File: src/rtl/imm_gen_stage_if.sv
// Handshake bundle for the registered immediate-generation stage.
interface imm_gen_stage_if #(
    parameter int XLEN = 32
);
    logic            i_flush;
    logic            i_valid;
    logic            o_ready;
    logic [31:0]     i_inst;
    logic [2:0]      i_imm_sel;
    logic            o_valid;
    logic            i_ready;
    logic [XLEN-1:0] o_imm;
    logic [31:0]     o_inst;
    logic            o_illegal;

    modport master (
        output i_flush, i_valid, i_inst, i_imm_sel, i_ready,
        input  o_ready, o_valid, o_imm, o_inst, o_illegal
    );

    modport slave (
        input  i_flush, i_valid, i_inst, i_imm_sel, i_ready,
        output o_ready, o_valid, o_imm, o_inst, o_illegal
    );
endinterface

File: src/rtl/imm_gen_stage.sv
// Registered immediate generator with optional skid slot and synchronous flush.
// States: EMPTY = nothing held | ONE = output register full | TWO = output and skid full
module imm_gen_stage #(
    parameter int XLEN = 32,
    parameter bit SKID = 1'b1
) (
    input logic           i_clk,
    input logic           i_reset,
    imm_gen_stage_if.slave bus
);
    if (XLEN != 32 && XLEN != 64) begin : g_bad_xlen
        $error("imm_gen_stage: XLEN must be 32 or 64");
    end

    localparam logic [1:0] ST_EMPTY = 2'd0;
    localparam logic [1:0] ST_ONE   = 2'd1;
    localparam logic [1:0] ST_TWO   = 2'd2;

    localparam logic [2:0] FMT_I    = 3'b000;
    localparam logic [2:0] FMT_S    = 3'b001;
    localparam logic [2:0] FMT_B    = 3'b010;
    localparam logic [2:0] FMT_J    = 3'b011;
    localparam logic [2:0] FMT_U    = 3'b100;
    localparam logic [2:0] FMT_U2   = 3'b101;
    localparam logic [2:0] FMT_Z    = 3'b110;
    localparam logic [2:0] FMT_AUTO = 3'b111;

    logic [1:0]      state_q, state_d;
    logic            ready_q, ready_d;
    logic [XLEN-1:0] out_imm_q, skid_imm_q;
    logic [31:0]     out_inst_q, skid_inst_q;
    logic            out_ill_q, skid_ill_q;

    logic [2:0]      fmt;
    logic            dec_ill;
    logic [XLEN-1:0] dec_imm;
    logic            in_fire, out_fire;
    logic            load_out, load_skid, shift_skid;
    logic            sgn;

    assign sgn = bus.i_inst[31];

    always_comb begin
        fmt     = bus.i_imm_sel;
        dec_ill = 1'b0;
        if (bus.i_imm_sel == FMT_AUTO) begin
            case (bus.i_inst[6:0])
                7'b0010011, 7'b0000011, 7'b1100111: fmt = FMT_I;
                7'b0100011:                         fmt = FMT_S;
                7'b1100011:                         fmt = FMT_B;
                7'b1101111:                         fmt = FMT_J;
                7'b0110111, 7'b0010111:             fmt = FMT_U;
                7'b1110011: fmt = bus.i_inst[14] ? FMT_Z : FMT_I;
                default: begin
                    fmt     = FMT_AUTO;
                    dec_ill = 1'b1;
                end
            endcase
        end
    end

    always_comb begin
        case (fmt)
            FMT_I:         dec_imm = {{(XLEN-11){sgn}}, bus.i_inst[30:20]};
            FMT_S:         dec_imm = {{(XLEN-11){sgn}}, bus.i_inst[30:25], bus.i_inst[11:7]};
            FMT_B:         dec_imm = {{(XLEN-12){sgn}}, bus.i_inst[7], bus.i_inst[30:25],
                                      bus.i_inst[11:8], 1'b0};
            FMT_J:         dec_imm = {{(XLEN-20){sgn}}, bus.i_inst[19:12], bus.i_inst[20],
                                      bus.i_inst[30:21], 1'b0};
            FMT_U, FMT_U2: dec_imm = {{(XLEN-31){sgn}}, bus.i_inst[30:12], 12'b0};
            FMT_Z:         dec_imm = {{(XLEN-5){1'b0}}, bus.i_inst[19:15]};
            default:       dec_imm = '0;
        endcase
    end

    assign bus.o_valid   = (state_q != ST_EMPTY);
    // Without the skid slot, readiness must see downstream this cycle to keep full throughput.
    assign bus.o_ready   = SKID ? ready_q : (!bus.o_valid || bus.i_ready);
    assign bus.o_imm     = out_imm_q;
    assign bus.o_inst    = out_inst_q;
    assign bus.o_illegal = out_ill_q;

    assign in_fire  = bus.i_valid && bus.o_ready;
    assign out_fire = bus.o_valid && bus.i_ready;

    always_comb begin
        state_d    = state_q;
        load_out   = 1'b0;
        load_skid  = 1'b0;
        shift_skid = 1'b0;
        if (bus.i_flush) begin
            state_d = ST_EMPTY;
        end else begin
            case (state_q)
                ST_EMPTY: begin
                    if (in_fire) begin
                        state_d  = ST_ONE;
                        load_out = 1'b1;
                    end
                end
                ST_ONE: begin
                    if (in_fire && out_fire) begin
                        load_out = 1'b1;
                    end else if (in_fire && SKID) begin
                        state_d   = ST_TWO;
                        load_skid = 1'b1;
                    end else if (out_fire) begin
                        state_d = ST_EMPTY;
                    end
                end
                ST_TWO: begin
                    if (out_fire) begin
                        state_d    = ST_ONE;
                        shift_skid = 1'b1;
                    end
                end
                default: state_d = ST_EMPTY;
            endcase
        end
        ready_d = (state_d != ST_TWO);
    end

    always_ff @(posedge i_clk or posedge i_reset) begin
        if (i_reset) begin
            state_q     <= ST_EMPTY;
            ready_q     <= 1'b1;
            out_imm_q   <= '0;
            out_inst_q  <= '0;
            out_ill_q   <= 1'b0;
            skid_imm_q  <= '0;
            skid_inst_q <= '0;
            skid_ill_q  <= 1'b0;
        end else begin
            state_q <= state_d;
            ready_q <= ready_d;
            if (load_out) begin
                out_imm_q  <= dec_imm;
                out_inst_q <= bus.i_inst;
                out_ill_q  <= dec_ill;
            end else if (shift_skid) begin
                out_imm_q  <= skid_imm_q;
                out_inst_q <= skid_inst_q;
                out_ill_q  <= skid_ill_q;
            end
            if (load_skid) begin
                skid_imm_q  <= dec_imm;
                skid_inst_q <= bus.i_inst;
                skid_ill_q  <= dec_ill;
            end
        end
    end
endmodule

File: src/flat_wrapper.sv
// flat-port wrapper written by rule: the top's interface ports become plain ports
module imm_gen_stage_flat 
#(
    parameter int XLEN = 32,
    parameter bit SKID = 1'b1
)
  (i_clk, i_reset, bus_i_flush, bus_i_valid, bus_i_inst, bus_i_imm_sel, bus_i_ready, bus_o_ready, bus_o_valid, bus_o_imm, bus_o_inst, bus_o_illegal);
  imm_gen_stage_if #(.XLEN(XLEN)) bus_i ();
  input logic i_clk;
  input logic i_reset;
  input wire logic [$bits(bus_i.i_flush)-1:0] bus_i_flush;
  input wire logic [$bits(bus_i.i_valid)-1:0] bus_i_valid;
  input wire logic [$bits(bus_i.i_inst)-1:0] bus_i_inst;
  input wire logic [$bits(bus_i.i_imm_sel)-1:0] bus_i_imm_sel;
  input wire logic [$bits(bus_i.i_ready)-1:0] bus_i_ready;
  output wire logic [$bits(bus_i.o_ready)-1:0] bus_o_ready;
  output wire logic [$bits(bus_i.o_valid)-1:0] bus_o_valid;
  output wire logic [$bits(bus_i.o_imm)-1:0] bus_o_imm;
  output wire logic [$bits(bus_i.o_inst)-1:0] bus_o_inst;
  output wire logic [$bits(bus_i.o_illegal)-1:0] bus_o_illegal;
  assign bus_i.i_flush = bus_i_flush;
  assign bus_i.i_valid = bus_i_valid;
  assign bus_i.i_inst = bus_i_inst;
  assign bus_i.i_imm_sel = bus_i_imm_sel;
  assign bus_i.i_ready = bus_i_ready;
  assign bus_o_ready = bus_i.o_ready;
  assign bus_o_valid = bus_i.o_valid;
  assign bus_o_imm = bus_i.o_imm;
  assign bus_o_inst = bus_i.o_inst;
  assign bus_o_illegal = bus_i.o_illegal;
  imm_gen_stage #(.XLEN(XLEN), .SKID(SKID)) u_core (.i_clk(i_clk), .i_reset(i_reset), .bus(bus_i));
endmodule
File: config.mk
export PLATFORM = sky130hd
export DESIGN_NAME = imm_gen_stage_flat
export DESIGN_NICKNAME = d
export VERILOG_FILES = /design/src/rtl/imm_gen_stage_if.sv /design/src/rtl/imm_gen_stage.sv /design/src/flat_wrapper.sv
export SDC_FILE = /design/constraint.sdc
export NUM_CORES = 1
export LEC_CHECK = 0
export BUFFER_PORTS_ARGS = -buffer_cell sky130_fd_sc_hd__buf_4
export CAP_MARGIN = 15
export CORE_UTILIZATION = 56
export CTS_CLUSTER_DIAMETER = 40
export DETAILED_ROUTE_END_ITERATION = 10
export PLACE_DENSITY = 0.8
export SETUP_SLACK_MARGIN = 0.3
export SLEW_MARGIN = 40
export SYNTH_ARGS = -nofsm -noshare
export SYNTH_HDL_FRONTEND = slang
export SYNTH_SLANG_ARGS = --single-unit
export TNS_END_PERCENT = 50
File: constraint.sdc
create_clock -name i_clk -period 5.8 [get_ports i_clk]
set_clock_uncertainty 0.1 [all_clocks]
set_input_delay 0.58 -clock i_clk [delete_from_list [all_inputs] [get_ports i_clk]]
set_output_delay 0.58 -clock i_clk [all_outputs]
set_load 0.05 [all_outputs]
==> results.py, run 1 <==
metrics = {
    "finish": {
        "final_core_util_pct": 72.95,
        "final_layout_size_suffix_gt1_share_pct": 23.29,
        "final_area_mm2": 0.007666,
        "num_antenna_cells": 0,
        "nets": 774,
        "fillers": 744,
        "area_growth_pct": 24.18,
    },
    "grt": {
        "met3_usage_pct": 6.018,
        "grt_pass1_wl_mm": 25.83,
        "antenna_found_initial": 0,
        "grt_max_degree": 92,
        "use_met1_pct": 41.55,
        "grt.busiest_layer": "met2",
        "grt_pass1_vias": 5168,
        "overflow": 0,
        "grt_usage_pct": 29.36,
        "grtUsageMet2_pct": 45.16,
    },
    "routing": {
        "ant_nets": 0,
        "routedWlPerCell_um": 18.14,
        "routed_wl_mm": 16.02,
        "route.vias.total": 5468,
        "firstDrtPassIters": 5,
        "viasPerCell": 6.193,
        "drc_errors": 0,
        "drt-initial-drc-count": 491,
    },
    "placement": {
        "place_hpwl_mm": 10.22,
        "finalWeightedCongestion": 0.8848,
        "placed_area_mm2": 0.007038,
        "post-place-ws_ns": 2.394,
        "io_buffers": 106,
    },
    "power": {
        "total_leakage_power_nw": 3.738,
        "p_per_area_mw_per_mm2": 410.4,
        "seqPwrFrac_pct": 39.6,
        "p_int_mw": 2.089,
        "combPwrFrac_pct": 24.9,
        "clkPwrFrac_pct": 35.5,
        "vdd_drop_max_uv": 263.1,
        "p_sw_mw": 1.058,
        "p_total_mw": 3.147,
        "swShare_pct": 33.61,
    },
    "sta": {
        "fmaxAchievable_ghz": 0.3445,
        "maxSlewViolCount": 0,
        "finalSetupTns_ns": 0,
        "final.period_utilization_pct": 50.05,
        "final.setup.worst_slack_ns": 2.897,
        "grt_setup_unrepaired": "false",
        "finalHoldViolations": 0,
        "setup_violations": 0,
        "worst-slew-pin-transition_ns": 0.8237,
        "period_needed_ns": 2.903,
        "relSlewSlack_pct": 45.09,
    },
    "clock_network": {
        "cts.sink_count": 133,
        "clk_latency_ns": 0.52,
        "clkTransAtPathRegs_ns": 0.06,
        "cts-root-buf": "clkbuf_8",
        "numCtsBuffers": 17,
        "cts_tree": "yes",
        "postCtsSetupBuffers": 0,
        "htreeDepth": 4,
        "ctsResizeCount": 0,
        "ctsHoldBuffers": 0,
        "cts_buffer_depth": 2,
    },
    "worst_setup_path": {
        "timing.rr.end": "u_core.bus.o_imm[0]",
        "reg2reg_slack_ns": 3.28,
        "critPathRequiredTime_ns": 6.08,
        "cp.arrival_ns": 3.18,
        "end_kind": "register",
        "worst-setup-path-type": "in2reg",
        "reg2reg_depth": 6,
        "cp_slowest_cell": "mux2i_4",
        "critical_path.endpoint": "u_core.skid_imm_q[15]",
        "cp-startpoint": "bus_i_inst[2]",
        "cp_max_fo": 20,
        "r2r-start": "u_core.state_q[1]",
        "worstPathCellList": "buf_4 -> and4b_1 -> a2111oi_4 -> o211ai_1 -> nand2_1 -> mux2i_4 -> o211ai_1",
        "crit_path_start_kind": "primary input",
        "crit_top_cell": "o211ai_1",
        "max_stage_delay_ns": 0.75,
    },
    "floorplan": {
        "std_cell_rows": 37,
        "core_mm2": 0.01051,
        "die_w_um": 107.0,
        "start_util_pct": 58.75,
        "num_io_pins": 107,
        "die_area_mm2": 0.01145,
        "die_h_um": 107.0,
    },
    "synth": {
        "ys_warn_count": 0,
        "ys_seq_area_share_pct": 53.93,
        "yosysTopAreaCell": "dfrtp_1",
        "ys_top_cells_by_area": "dfrtp_1 (54%), nand2_1 (12%), a22oi_1 (4.9%)",
        "synthArstFlopShare_pct": 100.0,
        "synth-main-ff-cell": "dfrtp_1",
        "avgSynthCellArea_um2": 9.586,
        "synth_common_cells": "nand2_1 (203), dfrtp_1 (132), o21ai_0 (50), a22oi_1 (40), clkbuf_1 (32)",
        "synth-seq-cells": 133,
        "syn-num-nets": 684,
        "netlist.area_leader.share_pct": 53.51,
        "synth.distinct_cells": 57,
        "syn_area_mm2": 0.006173,
        "synthCells": 644,
        "synth_edf_count": 0,
        "synth.most_common_cell": "nand2_1",
    },
    "job": {
        "cap_violations": 0,
    },
    "worst_hold_path": {
        "hp-class": "in2async",
    },
    "status": {
        "status": "finished, final reports clean",
    },
}
## sequential cells by signal, indices dropped and copies added (netlist names)
| name | count |
|---|---|
| u_core.bus.o_imm | 32 |
| u_core.bus.o_inst | 32 |
| u_core.skid_imm_q | 32 |
| u_core.skid_inst_q | 32 |
| u_core.state_q | 2 |
| u_core.bus.o_illegal | 1 |
| u_core.bus.o_ready | 1 |
| u_core.skid_ill_q | 1 |
## worst max-delay path: cells and delay by family
family	cells	cell delay, ns
and+or+nand+nor	2	0.84
buffers and inverters	1	0.14
AOI/OAI and AO/OA	3	0.86
muxes	1	0.75
## per-layer routing
layer | vias to the layer above | share of wire, %
met1 | 2718 | 42
li1 | 2474 | -
met4 | 0 | 1.5
met3 | 29 | 7.7
met5 | - | 0
met2 | 247 | 49
## cells in the final DEF, fill, tap and decap left out, types with 8 or more instances in the layout
cell type  Yosys  layout
a21oi_1       13      13
a22oi_1       40      40
a31oi_1       15      15
buf_4          3     113
clkbuf_16      0      16
dfrtp_1      132     132
inv_1         11      10
mux2i_1       15      15
nand2_1      203     202
nand3_1       27      27
o211ai_1       8       8
o211ai_2      10      10
o21ai_0       50      50
## power by group through the flow
| stage | sequential [mW] | combinational, mW | clock [mW] |
|---|---|---|---|
| after floorplan | 1.51 | 0.265 | 0 |
| after global placement | 1.25 | 0.758 | 0 |
| after detailed placement | 1.26 | 0.780 | 0 |
| after CTS | 1.25 | 0.786 | 1.12 |
| after global routing | 1.27 | 0.843 | 1.17 |
| final | 1.25 | 0.783 | 1.12 |
## cells by family after synthesis
group / count (synthesis) / share of synthesized area [%]
AND/OR/NAND/NOR: 266 / 18.67
AO/OA/AOI/OAI: 174 / 20.59
flip-flops: 133 / 53.93
buffers and inverters: 53 / 3.729
multiplexers: 16 / 2.797
XOR/XNOR: 2 / 0.2838
## cell type report
type                       instances  area (um^2)  share of cell area, %
sequential                       133         3329                  43.43
multi-input combinational        458         2644                  34.49
timing repair buffer             113        848.3                  11.07
clock buffer                      22        483.0                  6.300
tap                              136        170.2                  2.220
clock inverter                    10        142.6                  1.861
inverter                          11        48.80                 0.6365
## through the flow
step	hold slack, ns	std cells
after global routing	0.09498	883
after CTS	0.1528	883
after detailed placement	0.3624	851
final	0.02814	883
after floorplan	0.3454	644
after global placement	0.3580	850
## how the worst min path moves through the flow
| stage | end | slack [ns] | depth (start not counted) |
|---|---|---|---|
| 3_3_place_gp | u_core.skid_inst_q[29] | 0.36 | 2 |
| 5_1_grt | u_core.bus.o_inst[12] | 0.09 | 2 |
| 6_report | u_core.bus.o_imm[13] | 0.03 | 2 |
| 4_1_cts | u_core.bus.o_inst[12] | 0.15 | 2 |
| 2_1_floorplan | u_core.skid_inst_q[25] | 0.35 | 2 |
| 3_5_place_dp | u_core.skid_inst_q[30] | 0.36 | 2 |
(Power assumes the default switching activity.)
==> run 2, diff against run 1 <==
CORE_UTILIZATION = 51   (was 56)
PLACE_DENSITY = 0.77   (was 0.8)
clock period = 2.42 ns   (was 5.8 ns; I/O delays follow)
==> run 2 against run 1 <==
  * Clock power up 120%
  * Utilization down 2.7 points
  * Combinational power rose to 2.5 times the previous value
  * Setup slack worse by 2.5 ns
  * Sequential share of layout area down 2.6 points
  * Hold slack worse by 0.014 ns
  * Largest cell class unchanged
  * Sequential cell count unchanged
  * Critical endpoint is now u_core.bus.o_imm[0]
  * The flow now finishes with violations (design-rule violations)
  * Cell count up 6.3%
  * Design area up 6.4%
==> results.py, run 2 (synthesis results as in run 1) <==
metrics = {
    "placement": {
        "finalWeightedCongestion": 0.8941,
        "placed_area_mm2": 0.007153,
        "io_buffers": 106,
        "post-place-ws_ns": -0.09208,
        "place_hpwl_mm": 10.58,
        "dp_cells": 869,
    },
    "clock_network": {
        "cts.sink_count": 133,
        "numCtsBuffers": 17,
        "clkTransAtPathRegs_ns": 0.05,
        "htreeDepth": 4,
        "cts_tree": "yes",
        "cts_buffer_depth": 2,
        "clk_latency_ns": 0.43,
        "cts-root-buf": "clkbuf_16",
    },
    "worst_setup_path": {
        "crit_path_start_kind": "register",
        "crit_top_cell": "a22oi_1",
        "cp_slowest_cell": "dfstp_2",
        "max_stage_delay_ns": 0.53,
        "worst-setup-path-type": "reg2reg",
        "reg2reg_depth": 7,
        "critPathRequiredTime_ns": 2.60,
        "crit_buf_inv": 1,
        "end_kind": "register",
        "cp.arrival_ns": 2.18,
        "cp_max_fo": 13,
        "worstPathCellList": "nand2_2 -> nor4_4 -> buf_4 -> nor2_4 -> a22oi_1 -> a21boi_0 -> a22oi_1",
        "cp_num_cells": 7,
        "crit_family": "compound AO/OA/AOI/OAI gates",
    },
    "finish": {
        "final_area_mm2": 0.008159,
        "area_growth_pct": 32.16,
        "num_antenna_cells": 0,
        "final_layout_size_suffix_gt1_share_pct": 24.50,
        "final_common_cell": "nand2_1",
        "final_cells": 939,
        "nets": 825,
        "layout_common_cells": "nand2_1 (200), dfrtp_1 (131), buf_4 (126)",
    },
    "status": {
        "violations": "design-rule violations",
        "status": "finished, violations left",
    },
    "grt": {
        "grt_max_degree": 134,
        "grt_pass1_vias": 5413,
        "overflow": 0,
        "antenna_found_initial": 0,
        "grt_pass1_wl_mm": 27.32,
        "grt_usage_pct": 27.66,
    },
    "routing": {
        "routedWlPerCell_um": 18.39,
        "viasPerCell": 5.954,
        "drc_errors": 8,
        "ant_nets": 0,
        "firstDrtPassIters": 8,
        "routed_wl_mm": 17.27,
        "drt-initial-drc-count": 593,
        "route.vias.total": 5591,
    },
    "floorplan": {
        "die_w_um": 112.0,
        "die_area_mm2": 0.01255,
        "die_h_um": 112.0,
        "core_mm2": 0.01161,
        "std_cell_rows": 39,
        "start_util_pct": 53.16,
        "num_io_pins": 107,
    },
    "worst_hold_path": {
        "hold_depth": 3,
        "hp-class": "in2reg",
    },
    "sta": {
        "final.setup.worst_slack_ns": 0.4211,
        "grt_setup_unrepaired": "true",
        "relSlewSlack_pct": 49.29,
        "fmaxAchievable_ghz": 0.5003,
        "final.period_utilization_pct": 82.60,
        "period_needed_ns": 1.999,
        "finalHoldViolations": 0,
        "maxSlewViolCount": 0,
        "finalSetupTns_ns": 0,
        "worst-slew-pin-transition_ns": 0.7606,
        "setup_violations": 0,
    },
    "job": {
        "cap_violations": 0,
    },
    "power": {
        "vdd_drop_max_uv": 618.3,
        "p_total_mw": 7.440,
        "total_leakage_power_nw": 3.981,
        "p_per_area_mw_per_mm2": 911.9,
    },
}
==> run 2: cell count changes in the layout (fill, tap and decap cells not counted), moves of 4 or more <==
cell,previous run,this run
clkinv_2,2,8
buf_4,113,126
clkbuf_8,6,2
dlygate4sd3_1,0,32
==> run 2: metal layers <==
layer	share of wire, %	global-route usage (%)
met1	42	37.10
met2	50	44.80
met3	6.2	5.454
met4	1.8	10.58
met5	0	0
==> run 2: area by class of cell <==
type / count / area [um^2]
repair buffers: 163 / 1354
well taps: 143 / 178.9
fillers: 867 / 3455
clock inverters: 11 / 108.9
clock buffers: 19 / 452.9
flip-flops and latches: 133 / 3331
inverters: 11 / 45.04
multi-input cells: 459 / 2689
==> run 2: path summary, 6_finish.rpt <==
| path | start | endpoint | slack (ns) |
|---|---|---|---|
| worst max register to register | u_core.bus.o_ready | u_core.bus.o_imm[0] | 0.42 |
| worst min-delay path | bus_i_inst[0] | u_core.bus.o_inst[0] | 0.01 |
| max in group asynchronous | i_reset | u_core.state_q[1] | 1.16 |
| min in group asynchronous | i_reset | u_core.bus.o_inst[15] | 0.41 |
| worst max-delay path | u_core.bus.o_ready | u_core.bus.o_imm[0] | 0.42 |
| worst min register to register | u_core.skid_inst_q[14] | u_core.skid_inst_q[14] | 0.37 |
==> run 2: worst register-to-register path: cells and delay by family (launching register included) <==
family / cells / cell delay [ns]
AOI/OAI and AO/OA: 3 / 0.54
DFF: 1 / 0.53
and+or+nand+nor: 3 / 0.50
buffers and inverters: 1 / 0.18
==> run 2: through the flow <==
stage / util (%) / hold WS, ns
detailed placement: 61.59 / 0.3618
global placement: 61.59 / 0.3565
floorplan: - / 0.2076
CTS: 69.28 / 0.002767
finish: 70.25 / 0.01401
global route: 70.25 / 0.02549
==> run 2: where the power goes <==
group | internal [mW] | switching [mW]
clock | 1.54 | 0.934
combinational | 0.653 | 1.31
sequential | 2.70 | 0.296
total | 4.90 | 2.54
==> run 2: what timing repair did <==
| item | 4_1_cts | 5_1_grt |
|---|---|---|
| endpoints found under the hold margin | 194 | 0 |
| gates resized for setup | 2 | 8 |
| cloned | 0 | 2 |
| buffers inserted | 0 | 6 |
| pin swaps | 0 | 4 |
| endpoints found under the setup margin | 4 | 51 |
| hold buffers | 32 | 0 |
